$ cat src/rtl/mem_store_buffer.sv
// mem_store_buffer: post-commit store buffer between memory1 and the dcache write port.
// Stores enqueue lane-aligned, drain in order over a valid/ready handshake, and
// loads look the buffer up for store-to-load forwarding.
// Ports:
//   clk, rst_n                  clock, asynchronous active-low reset
//   i_enq_*, o_enq_rdy          store enqueue (pa, byte_type, unaligned data, cached MAT)
//   i_ld_*                      load lookup (valid, pa, byte_type, cached MAT)
//   o_ld_fwd_hit/data, o_ld_stall  forwarding result and memory1 hold request
//   o_dc_wr_*, i_dc_wr_rdy      head entry presented to the dcache
//   o_empty, o_count            occupancy for fences/ertn
module mem_store_buffer #(
    parameter int DEPTH  = 4,
    parameter int ADDR_W = 32,
    parameter int FWD_EN = 1
) (
    input  logic                     clk,
    input  logic                     rst_n,
    input  logic                     i_enq_valid,
    output logic                     o_enq_rdy,
    input  logic [ADDR_W-1:0]        i_enq_pa,
    input  logic [1:0]               i_enq_byte_type,
    input  logic [31:0]              i_enq_data,
    input  logic                     i_enq_cached,
    input  logic                     i_ld_valid,
    input  logic [ADDR_W-1:0]        i_ld_pa,
    input  logic [1:0]               i_ld_byte_type,
    input  logic                     i_ld_cached,
    output logic                     o_ld_fwd_hit,
    output logic [31:0]              o_ld_fwd_data,
    output logic                     o_ld_stall,
    output logic                     o_dc_wr_valid,
    input  logic                     i_dc_wr_rdy,
    output logic [ADDR_W-1:0]        o_dc_wr_pa,
    output logic [31:0]              o_dc_wr_data,
    output logic [3:0]               o_dc_wr_strb,
    output logic                     o_dc_wr_cached,
    output logic                     o_empty,
    output logic [$clog2(DEPTH):0]   o_count
);
    localparam int PTR_W = $clog2(DEPTH);
    localparam int CNT_W = PTR_W + 1;

    // Zero strobe marks an illegal access (misaligned half/word or reserved type).
    function automatic logic [3:0] f_strb(input logic [1:0] bt, input logic [1:0] a);
        return (bt == 2'd0) ? (4'b0001 << a) :
               (bt == 2'd1 && !a[0]) ? (4'b0011 << a) :
               (bt == 2'd2 && a == 2'd0) ? 4'hF : 4'h0;
    endfunction

    function automatic logic [31:0] f_mask(input logic [3:0] s);
        return {{8{s[3]}}, {8{s[2]}}, {8{s[1]}}, {8{s[0]}}};
    endfunction

    logic [DEPTH-1:0]  r_vld;
    logic [ADDR_W-3:0] r_pa     [DEPTH];
    logic [31:0]       r_data   [DEPTH];
    logic [3:0]        r_strb   [DEPTH];
    logic              r_cached [DEPTH];
    logic [PTR_W-1:0]  r_head;
    logic [PTR_W-1:0]  r_tail;
    logic [CNT_W-1:0]  r_count;

    logic [3:0]        w_enq_strb;
    logic [31:0]       w_enq_data;
    logic              w_push;
    logic              w_pop;
    logic [3:0]        w_ld_req;
    logic [3:0]        w_cov;
    logic [31:0]       w_fwd;
    logic [PTR_W-1:0]  w_idx;
    logic              w_partial;

    assign w_enq_strb     = f_strb(i_enq_byte_type, i_enq_pa[1:0]);
    assign w_enq_data     = (i_enq_data << {i_enq_pa[1:0], 3'b000}) & f_mask(w_enq_strb);
    assign o_enq_rdy      = r_count < CNT_W'(DEPTH);
    assign o_empty        = r_count == '0;
    assign o_count        = r_count;
    assign w_push         = i_enq_valid && o_enq_rdy && (w_enq_strb != 4'h0);
    assign w_pop          = o_dc_wr_valid && i_dc_wr_rdy;
    assign o_dc_wr_valid  = !o_empty;
    assign o_dc_wr_pa     = {r_pa[r_head], 2'b00};
    assign o_dc_wr_data   = r_data[r_head];
    assign o_dc_wr_strb   = r_strb[r_head];
    assign o_dc_wr_cached = r_cached[r_head];

    always_ff @(posedge clk or negedge rst_n) begin
        if (!rst_n) begin
            r_head  <= '0;
            r_tail  <= '0;
            r_count <= '0;
            r_vld   <= '0;
        end else begin
            if (w_push) begin
                r_vld[r_tail] <= 1'b1;
                r_tail        <= r_tail + 1'b1;
            end
            if (w_pop) begin
                r_vld[r_head] <= 1'b0;
                r_head        <= r_head + 1'b1;
            end
            r_count <= r_count + CNT_W'(w_push) - CNT_W'(w_pop);
        end
    end

    always_ff @(posedge clk) begin
        if (w_push) begin
            r_pa[r_tail]     <= i_enq_pa[ADDR_W-1:2];
            r_data[r_tail]   <= w_enq_data;
            r_strb[r_tail]   <= w_enq_strb;
            r_cached[r_tail] <= i_enq_cached;
        end
    end

    // Walk entries oldest to youngest so a younger store overwrites older lanes.
    always_comb begin
        w_ld_req = f_strb(i_ld_byte_type, i_ld_pa[1:0]);
        w_cov    = 4'h0;
        w_fwd    = 32'h0;
        w_idx    = r_head;
        for (int k = 0; k < DEPTH; k++) begin
            w_idx = r_head + PTR_W'(k);
            if (r_vld[w_idx] && r_pa[w_idx] == i_ld_pa[ADDR_W-1:2]) begin
                w_cov = w_cov | (r_strb[w_idx] & w_ld_req);
                for (int b = 0; b < 4; b++)
                    if (r_strb[w_idx][b] && w_ld_req[b]) w_fwd[8*b +: 8] = r_data[w_idx][8*b +: 8];
            end
        end
    end

    // Without forwarding, any overlap must wait for the store to reach the dcache.
    assign w_partial     = (FWD_EN != 0) ? (w_cov != 4'h0 && w_cov != w_ld_req) : (w_cov != 4'h0);
    assign o_ld_fwd_hit  = (FWD_EN != 0) && i_ld_valid && i_ld_cached && (w_cov == w_ld_req) && (w_ld_req != 4'h0);
    assign o_ld_stall    = i_ld_valid && ((!i_ld_cached && !o_empty) || (i_ld_cached && w_partial));
    assign o_ld_fwd_data = ((FWD_EN != 0) && i_ld_valid) ? w_fwd : 32'h0;
endmodule

$ cat config.mk
export PLATFORM = sky130hd
export DESIGN_NAME = mem_store_buffer
export DESIGN_NICKNAME = d
export VERILOG_FILES = /design/src/rtl/mem_store_buffer.sv
export SDC_FILE = /design/constraint.sdc
export NUM_CORES = 1
export LEC_CHECK = 0
export ABC_CLOCK_PERIOD_IN_PS = 5300
export BUFFER_PORTS_ARGS = -buffer_cell sky130_fd_sc_hd__buf_4
export CAP_MARGIN = 20
export CORE_ASPECT_RATIO = 1.25
export CORE_MARGIN = 1
export CORE_UTILIZATION = 55
export CTS_BUF_LIST = sky130_fd_sc_hd__clkbuf_8
export DETAILED_ROUTE_END_ITERATION = 12
export HOLD_SLACK_MARGIN = 0.08
export PLACE_DENSITY = 0.75
export SLEW_MARGIN = 30
export SYNTH_ARGS = -nofsm -noshare
export SYNTH_HDL_FRONTEND = slang
export SYNTH_SLANG_ARGS = --single-unit
$ cat constraint.sdc
create_clock -name clk -period 5.3 [get_ports clk]
set_clock_uncertainty 0.05 [all_clocks]
set_input_delay 0 -clock clk [delete_from_list [all_inputs] [get_ports clk]]
set_output_delay 0 -clock clk [all_outputs]
set_load 0.05 [all_outputs]
==> results of run 1 <==
what timing repair did:
action | CTS | global route
cloned | 0 | 2
endpoints found under the setup margin | 16 | 19
pin swaps | 1 | 3
setup buffers | 1 | 6
resized for setup | 2 | 6
hold buffers | 76 | 0
endpoints found under the hold margin | 287 | 0
kinds of logic (layout without fill, tap and decap cells):
logic type,count (synthesis),count (layout),synth area share
DFF,279,279,0.421
buffers and inverters,161,479,0.0371
muxes,378,378,0.332
adders and majority gates,19,19,0.0124
other,1,4,0.000190
AOI/OAI and AO/OA,208,208,0.0731
xor gates and xnor gates,121,121,0.0536
and+or+nand+nor,271,271,0.0708
synthesized netlist by cell type, drive strengths merged (21+ instances only):
cell | n | area share
nand2 | 100 | 0.019
a21oi | 21 | 0.0053
clkbuf | 39 | 0.0074
buf | 71 | 0.020
nor2 | 43 | 0.0082
a211oi | 21 | 0.0080
xor2 | 35 | 0.015
mux2i | 148 | 0.075
inv | 50 | 0.0095
xnor2 | 86 | 0.038
o21ai | 55 | 0.014
edfxtp | 268 | 0.41
mux4 | 219 | 0.25
final cells by class:
type                       instances  area (um^2)
fill                            2550        11500
clock inverter                    34          238
timing repair buffer             344         2940
clock buffer                      50          688
sequential                       279         8330
inverter                          51          195
tap                              474          593
multi-input combinational        999        10800
antenna                            2         5.00
report_power, final:
| group | internal [W] | switching (W) |
|---|---|---|
| Sequential | 0.00264 | 0.000170 |
| Combinational | 0.00365 | 0.00447 |
| Clock | 0.00103 | 0.000909 |
how the worst max path moves through the flow:
stage / start / end / slack [ps] / cells past startpoint
after floorplan: r_head[0] / o_ld_fwd_data[13] / -90 / 17
after global placement: r_head[0] / o_ld_fwd_hit / 550 / 13
after detailed placement: r_head[0] / o_ld_fwd_hit / 420 / 13
after CTS: r_head[0] / o_ld_fwd_hit / 3 / 12
after global routing: r_head[0] / o_ld_fwd_data[17] / -7 / 14
final: r_head[0] / o_ld_fwd_data[17] / 70 / 14
metal layers:
| metal | vias to the layer above | global-route usage | routed length, um |
|---|---|---|---|
| li1 | 6372 | - | - |
| met1 | 7406 | 0.373 | 20500 |
| met2 | 739 | 0.526 | 29400 |
| met3 | 144 | 0.0484 | 4060 |
| met4 | 0 | 0.151 | 2670 |
| met5 | - | 0 | 0 |
registers in the layout, summed over array words and instances (netlist names):
signal	count
o_count	3
r_cached	4
r_data	128
r_head	2
r_pa	120
r_strb	16
r_tail	2
r_vld	4
per-stage QoR:
stage | hold slack (ps) | TNS [ps] | setup WS (ps) | total power (W)
finish | 84.7 | 0 | 68.3 | 0.0129
floorplan | -346 | -217 | -92.9 | 0.00899
global route | 86.0 | -8.95 | -6.72 | 0.0134
global placement | -201 | 0 | 553 | 0.0106
CTS | 80.2 | 0 | 2.95 | 0.0127
detailed placement | -199 | 0 | 419 | 0.0107
==> flow_metrics.tcl, run 1 <==
set metrics [dict create \
    finalWirelength_um 56600 \
    synth-async-reset-ratio 0.0394 \
    reg2reg_slack_ps 2090 \
    detail-route-antenna-nets 0 \
    hp-class "in2reg" \
    period_needed_ps 5230 \
    drive_gt1_frac 0.334 \
    crit_chain "clkinvlp_4, ha_4, buf_12, mux4_1, xnor2_1, nand2_1, or4_4, or4b_4, or4_4, and4b_4, a22o_1, mux2i_1, o22ai_2, buf_4" \
    final_common_cell "edfxtp_1" \
    detailed_place_hpwl_um 38800 \
    area_growth_pct 20.3 \
    dieArea_um2 36700 \
    slew_headroom 0.315 \
    synthCells 1438 \
    power_density_nw_per_um2 540 \
    cp-end-kind "primary output" \
    period_share 0.987 \
    irDropWorstVdd_v 0.000375 \
    worst_skew_pair.late_latency_ps 620 \
    fp-row-count 77 \
    die_x_um 172 \
    grt_max_degree 166 \
    reg2reg_depth 9 \
    wl_per_cell_um 25.4 \
    fin_area_um2 23800 \
    grt_pass1_vias 14500 \
    min_from "i_enq_pa[20]" \
    fmax_mhz 191 \
    setup_violations 0 \
    io_pins 216 \
    slowest_stage "mux4_1" \
    antenna_found_initial 2 \
    path_delay_family "simple AND/OR/NAND/NOR gates" \
    dr.pass1.iters 5 \
    p_leak_nw 8.56 \
    cts-buffers-inserted 47 \
    fin_util 0.673 \
    place_area_um2 21900 \
    drv_cap 0 \
    max_stage_delay_ps 600 \
    synth-seq-area-share 0.421 \
    cp.required_ps 5250 \
    root_buffer "clkbuf_8" \
    clkTransAtPathRegs_ps 70 \
    synth_seq_cells 279 \
    worstPathArrival_ps 5180 \
    cts_tree "built" \
    crit_buf_inv 3 \
    core_um2 35400 \
    drc 0 \
    whs_path_depth 2 \
    synthFlopType "edfxtp_1" \
    vias 14700 \
    drv_slew 0 \
    crit_top_cell "or4_4" \
    overflow 0 \
    nets 1848 \
    holdPathEnd "r_pa[0][18]" \
    viasPerCell 6.57 \
    syn_area_um2 19800 \
    synth_edf_count 268 \
    syn_area_per_cell_um2 13.8 \
    post-place-cells 2061 \
    yosysWarnings 0 \
    portBuffers 213 \
    grt_usage 0.307 \
    start_util 0.560 \
    final_cells 2233 \
    gp_congestion 0.967 \
    cts_max_level 2 \
    outcome "finished clean" \
    worstReg2RegEnd "o_count[2]" \
    layout_common_cells "268 x edfxtp_1, 255 x buf_4, 209 x mux4_2" \
    final-hold-violation-count 0 \
    crit_type "reg2out" \
    synth.distinct_cells 77 \
    reg2reg_from "o_count[2]" \
    dieHeight_um 214 \
    start_kind "flip-flop" \
    drt-initial-drc-count 1324 \
    grt_pass1_wl_um 83800 \
    crit_fanout 6 \
    cts_sinks 279 \
    clockBufferDepth 3 \
    tightest_slew_ps 1020 \
]
Note: power is estimated with default switching activity, not from simulation.
==> run 2: changes to the inputs <==
ABC_CLOCK_PERIOD_IN_PS = 5400   (was 5300)
CTS_BUF_LIST = default   (was sky130_fd_sc_hd__clkbuf_8)
clock period = 5.4 ns   (was 5.3 ns; I/O delays follow)
==> run 2 against run 1 <==
  * Combinational power decreased by 3.4%
  * Total power decreased by 1.6%
  * Sequential share of layout area rose by 0.25 points
  * Register-to-register slack gained 210 ps
  * Design area shrank 0.72%
  * Clock-buffer cell count shrank 12
  * Worst hold slack improved by 27 ps
  * Sequential power fell by 2%
==> flow_metrics.tcl, run 2 (synthesis gave the netlist of run 1 again) <==
set metrics [dict create \
    io_pins 216 \
    p_total_w 0.0127 \
    detail-route-antenna-nets 0 \
    portBuffers 213 \
    hp-class "in2reg" \
    final-hold-violation-count 0 \
    cp.required_ps 5350 \
    cts_tree "built" \
    crit_type "reg2out" \
    crit_buf_inv 3 \
    start_kind "flip-flop" \
    finalSetupTns_ps 0 \
    cp-end-kind "primary output" \
    root_buffer "clkbuf_16" \
    layout_setup_ws_ps 122 \
    cts_max_level 1 \
    detailed_place_hpwl_um 38400 \
    grt_pass1_wl_um 82900 \
    use_met1 0.368 \
    die_x_um 172 \
    vias 14500 \
    power_density_nw_per_um2 535 \
    fill_cells 2588 \
    layout_common_cells "268 x edfxtp_1, 246 x buf_4, 209 x mux4_2" \
    path_delay_family "simple AND/OR/NAND/NOR gates" \
    viasPerCell 6.66 \
    drv_cap 0 \
    grt_usage 0.301 \
    area_growth_pct 19.5 \
    grt_pass1_vias 14400 \
    dp_slack_ps 476 \
    outcome "finished clean" \
    period_needed_ps 5280 \
    reg2reg_depth 9 \
    crit_chain "clkinv_1, ha_4, buf_12, mux2i_1, nor2_1, a2111oi_0, mux2i_1, or4b_4, or4_4, and4b_4, a22o_1, mux2i_1, o22ai_1, buf_4" \
    clockBufferDepth 3 \
    reg2reg_slack_ps 2300 \
    gp_congestion 0.962 \
    busiest_layer "met2" \
    finalWirelength_um 55400 \
    fp-row-count 77 \
    dieHeight_um 214 \
    largest_reg_flops 128 \
    regMostFlops "r_data" \
    wl_per_cell_um 25.4 \
    crit_top_cell "mux2i_1" \
    drv_slew 0 \
    period_share 0.977 \
    irDropWorstVdd_v 0.000363 \
    grt_max_degree 166 \
    clkTransAtPathRegs_ps 60 \
    grt_use_met3 0.0447 \
    tightest_slew_ps 1080 \
    start_util 0.560 \
    setup_violations 0 \
    crit_fanout 16 \
    core_um2 35400 \
    grt_setup_unrepaired "false" \
    cts_sinks 279 \
    overflow 0 \
    whs_path_depth 3 \
    final_common_cell "edfxtp_1" \
    largestRegisters "r_data (128), r_pa (120), r_strb (16)" \
    grt.met2_usage 0.516 \
    drive_gt1_frac 0.324 \
    dr.pass1.iters 7 \
    cts-buffers-inserted 30 \
    worstPathArrival_ps 5230 \
    antenna_found_initial 1 \
    p_leak_nw 8.42 \
    max_stage_delay_ps 680 \
    crit_cells 14 \
    dieArea_um2 36700 \
    slew_headroom 0.281 \
    slowest_stage "or4b_4" \
    drt-initial-drc-count 1278 \
    worst_skew_pair.late_latency_ps 580 \
    nets 1810 \
    fmax_mhz 189 \
    drc 0 \
]
==> run 2: layer usage <==
metal  routed length [um]  vias to the layer above  share of wire
met2                28400                      797           0.51
met1                20000                     7303           0.36
met4                 2810                        0          0.051
li1                     -                     6289              -
met5                    0                        -              0
met3                 4180                      157          0.076
==> run 2: stage by stage <==
stage           util  instances  area (um^2)  hold WS (ps)
6_report       0.669       2184        23600           112
5_1_grt        0.669       2183        23600           103
4_1_cts        0.665       2175        23500          98.0
3_5_place_dp   0.618       2054        21900          -207
3_3_place_gp   0.618       2054        21900          -206
2_1_floorplan      -       1439        19800          -346
==> run 2: layout make-up <==
class / instances / area [um^2] / area share
Tap cell: 474 / 593 / 0.0251
Inverter: 51 / 191 / 0.00810
Clock inverter: 18 / 189 / 0.00799
Multi-Input combinational cell: 999 / 10800 / 0.457
Timing Repair Buffer: 323 / 2720 / 0.115
Antenna cell: 2 / 5.00 / 0.000212
Sequential cell: 279 / 8330 / 0.352
Clock buffer: 38 / 801 / 0.0339
==> run 2: final timing paths <==
path                           startpoint           endpoint
setup / recovery                r_head[0]  o_ld_fwd_data[21]
hold / removal             i_enq_data[21]      r_data[1][29]
setup reg to reg               o_count[2]         o_count[2]
hold reg to reg                o_count[2]         o_count[2]
max in group asynchronous           rst_n          r_head[0]
min in group asynchronous           rst_n         o_count[2]
==> run 2: worst reg2reg max path: cells and delay by family, from the launching register on <==
kind	cells	cell delay, ps
adder cells (fa/ha/maj)	3	900
XOR/XNOR	2	340
flip-flops	1	420
AND/OR/NAND/NOR	2	1220
buffers and inverters	2	100
==> run 2: timing repair <==
action                                  in CTS  in global routing
gates cloned                                 0                  1
resized for setup                            1                  4
buffers inserted                             0                  5
hold endpoints to repair                   291                  0
hold buffers                                65                  0
pin swaps                                    0                  1
endpoints found under the setup margin       6                 14
==> run 2: power by group <==
part           switching, W  total, W  internal (W)
combinational       0.00432   0.00784       0.00352
clock              0.000863   0.00206       0.00119
sequential         0.000164   0.00275       0.00259
==> run 3: changes to the inputs <==
ABC_CLOCK_PERIOD_IN_PS = 5200   (was 5400)
clock period = 5.2 ns   (was 5.4 ns; I/O delays follow)
==> run 3 against run 2 <==
  * The flow now finishes with violations (negative setup slack)
  * Register-to-register slack got worse by 100 ps
  * Largest cell class unchanged
  * Sequential power increased by 4%
  * Via count increased by 1.9%
  * First-iteration DRC count increased by 9.9%
  * Non-clock buffer count increased by 9
  * Largest power group unchanged
  * Design area increased by 0.43%
  * Critical path depth unchanged
  * Worst setup slack got worse by 130 ps
  * Combinational power increased by 6.4%
  * Sequential cell count unchanged
==> flow_metrics.tcl, run 3 (synthesis gave the netlist of run 1 again) <==
set metrics [dict create \
    outcome "finished with violations" \
    violations "negative setup slack" \
    dr.pass1.iters 6 \
    cts_max_level 1 \
    setup_violations 1 \
    drc 0 \
    core_um2 35400 \
    fmax_mhz 192 \
    crit_fanout 10 \
    slew_headroom 0.347 \
    grt_usage 0.312 \
    cts-buffers-inserted 29 \
    crit_type "reg2out" \
    drv_slew 0 \
    fp-row-count 77 \
    intPower_w 0.00756 \
    tightest_slew_ps 974 \
    pwr-share-comb 0.629 \
    dieArea_um2 36700 \
    vias 14800 \
    gp_congestion 0.925 \
    drv_cap 0 \
    area_growth_pct 20.0 \
    power_density_nw_per_um2 558 \
    period_share 1.00 \
    dp_slack_ps 416 \
    reg2reg_slack_ps 2200 \
    drive_gt1_frac 0.336 \
    start_util 0.560 \
    antenna_found_initial 1 \
    p_sw_w 0.00569 \
    seq_power_share 0.216 \
    largest_reg_flops 128 \
    start_kind "flip-flop" \
    cts_tree "built" \
    worstPathArrival_ps 5150 \
    final_common_cell "edfxtp_1" \
    final-hold-violation-count 0 \
    detail-route-antenna-nets 0 \
    finalWirelength_um 57300 \
    layout_common_cells "268 x edfxtp_1, 250 x buf_4, 210 x mux4_2" \
    clkTransAtPathRegs_ps 70 \
    swShare 0.429 \
    portBuffers 213 \
    irDropWorstVdd_v 0.000383 \
    p_leak_nw 8.45 \
    grt_pass1_vias 14600 \
    cp.required_ps 5150 \
    cts_sinks 279 \
    overflow 0 \
    worst_skew_pair.late_latency_ps 580 \
    dieHeight_um 214 \
    drt-initial-drc-count 1405 \
    layout_setup_ws_ps -3.75 \
    largestRegisters "r_data (128), r_pa (120), r_strb (16)" \
    p_total_w 0.0133 \
    p_clk_frac 0.155 \
    grt_max_degree 166 \
    viasPerCell 6.77 \
    n_antenna_cell 0 \
    grt_setup_unrepaired "false" \
    grt_pass1_wl_um 85500 \
    clockBufferDepth 3 \
    die_x_um 172 \
    io_pins 216 \
    period_needed_ps 5200 \
    hp-class "in2reg" \
    regMostFlops "r_data" \
    cp-end-kind "primary output" \
    root_buffer "clkbuf_16" \
    wl_per_cell_um 26.2 \
    nets 1818 \
    detailed_place_hpwl_um 39800 \
]
-- run 3: cell count changes in the layout (fill, tap and decap cells not counted), sizes merged --
cell         delta
bufinv          -2
clkinv          -2
diode           -2
inv             +1
clkbuf          +2
dlygate4sd3     +1
buf             +7
-- run 3: timing repair --
item,4_1_cts,5_1_grt
hold endpoints to repair,283,0
gates resized for setup,1,15
buffers inserted,5,4
pin swaps,1,4
cloned,0,2
setup endpoints to repair,10,23
hold buffers,66,0
-- run 3: path summary, 6_finish.rpt --
| check | from | end | depth (start not counted) |
|---|---|---|---|
| max | r_head[1] | o_ld_fwd_data[19] | 14 |
| max in group asynchronous | rst_n | r_head[0] | 3 |
| min reg2reg | o_count[2] | o_count[2] | 1 |
| min in group asynchronous | rst_n | o_count[0] | 3 |
| min | i_enq_pa[21] | r_pa[3][19] | 2 |
| max reg2reg | o_count[2] | o_count[2] | 9 |
-- run 3: power by group through the flow --
stage | sequential (W) | combinational [W] | clock [W]
4_1_cts | 0.00285 | 0.00814 | 0.00208
2_1_floorplan | 0.00288 | 0.00629 | 0
6_report | 0.00286 | 0.00834 | 0.00206
5_1_grt | 0.00288 | 0.00876 | 0.00217
3_5_place_dp | 0.00289 | 0.00799 | 0
3_3_place_gp | 0.00288 | 0.00788 | 0
-- run 3: worst max-delay path, cell delays in order (launching register included) --
cell	delay, ps
dfrtp_4	440
clkinvlp_4	140
ha_4	340
buf_12	160
mux4_2	510
xnor2_1	410
nand4_1	240
nor2_2	250
or4b_4	560
or4_4	570
and4b_4	240
a22o_1	220
mux2i_1	170
o22ai_2	100
buf_6	190
-- run 3: area by class of cell --
cell class | instances | area (um^2)
clock buffer | 39 | 815
clock inverter | 15 | 120
fill | 2494 | 11600
inverter | 51 | 195
multi-input combinational | 999 | 10900
sequential | 279 | 8330
tap | 474 | 593
timing repair buffer | 332 | 2820
-- run 3: metrics by stage --
| stage | cell area (um^2) | setup TNS [ps] | instances | hold WS, ps | utilization |
|---|---|---|---|---|---|
| 2_1_floorplan | 19900 | -361 | 1439 | -346 | - |
| 3_3_place_gp | 21900 | 0 | 2057 | -208 | 0.620 |
| 3_5_place_dp | 21900 | 0 | 2057 | -209 | 0.620 |
| 4_1_cts | 23600 | 0 | 2182 | 103 | 0.667 |
| 5_1_grt | 23700 | 0 | 2189 | 105 | 0.672 |
| 6_report | 23700 | -3.75 | 2189 | 116 | 0.672 |
-- run 3: per-layer routing --
layer	GRT usage	vias up	routed length [um]
met2	0.539	854	29500
met3	0.0465	178	4800
met4	0.152	2	3190
met5	0	-	14
li1	-	6303	-
met1	0.379	7491	19800
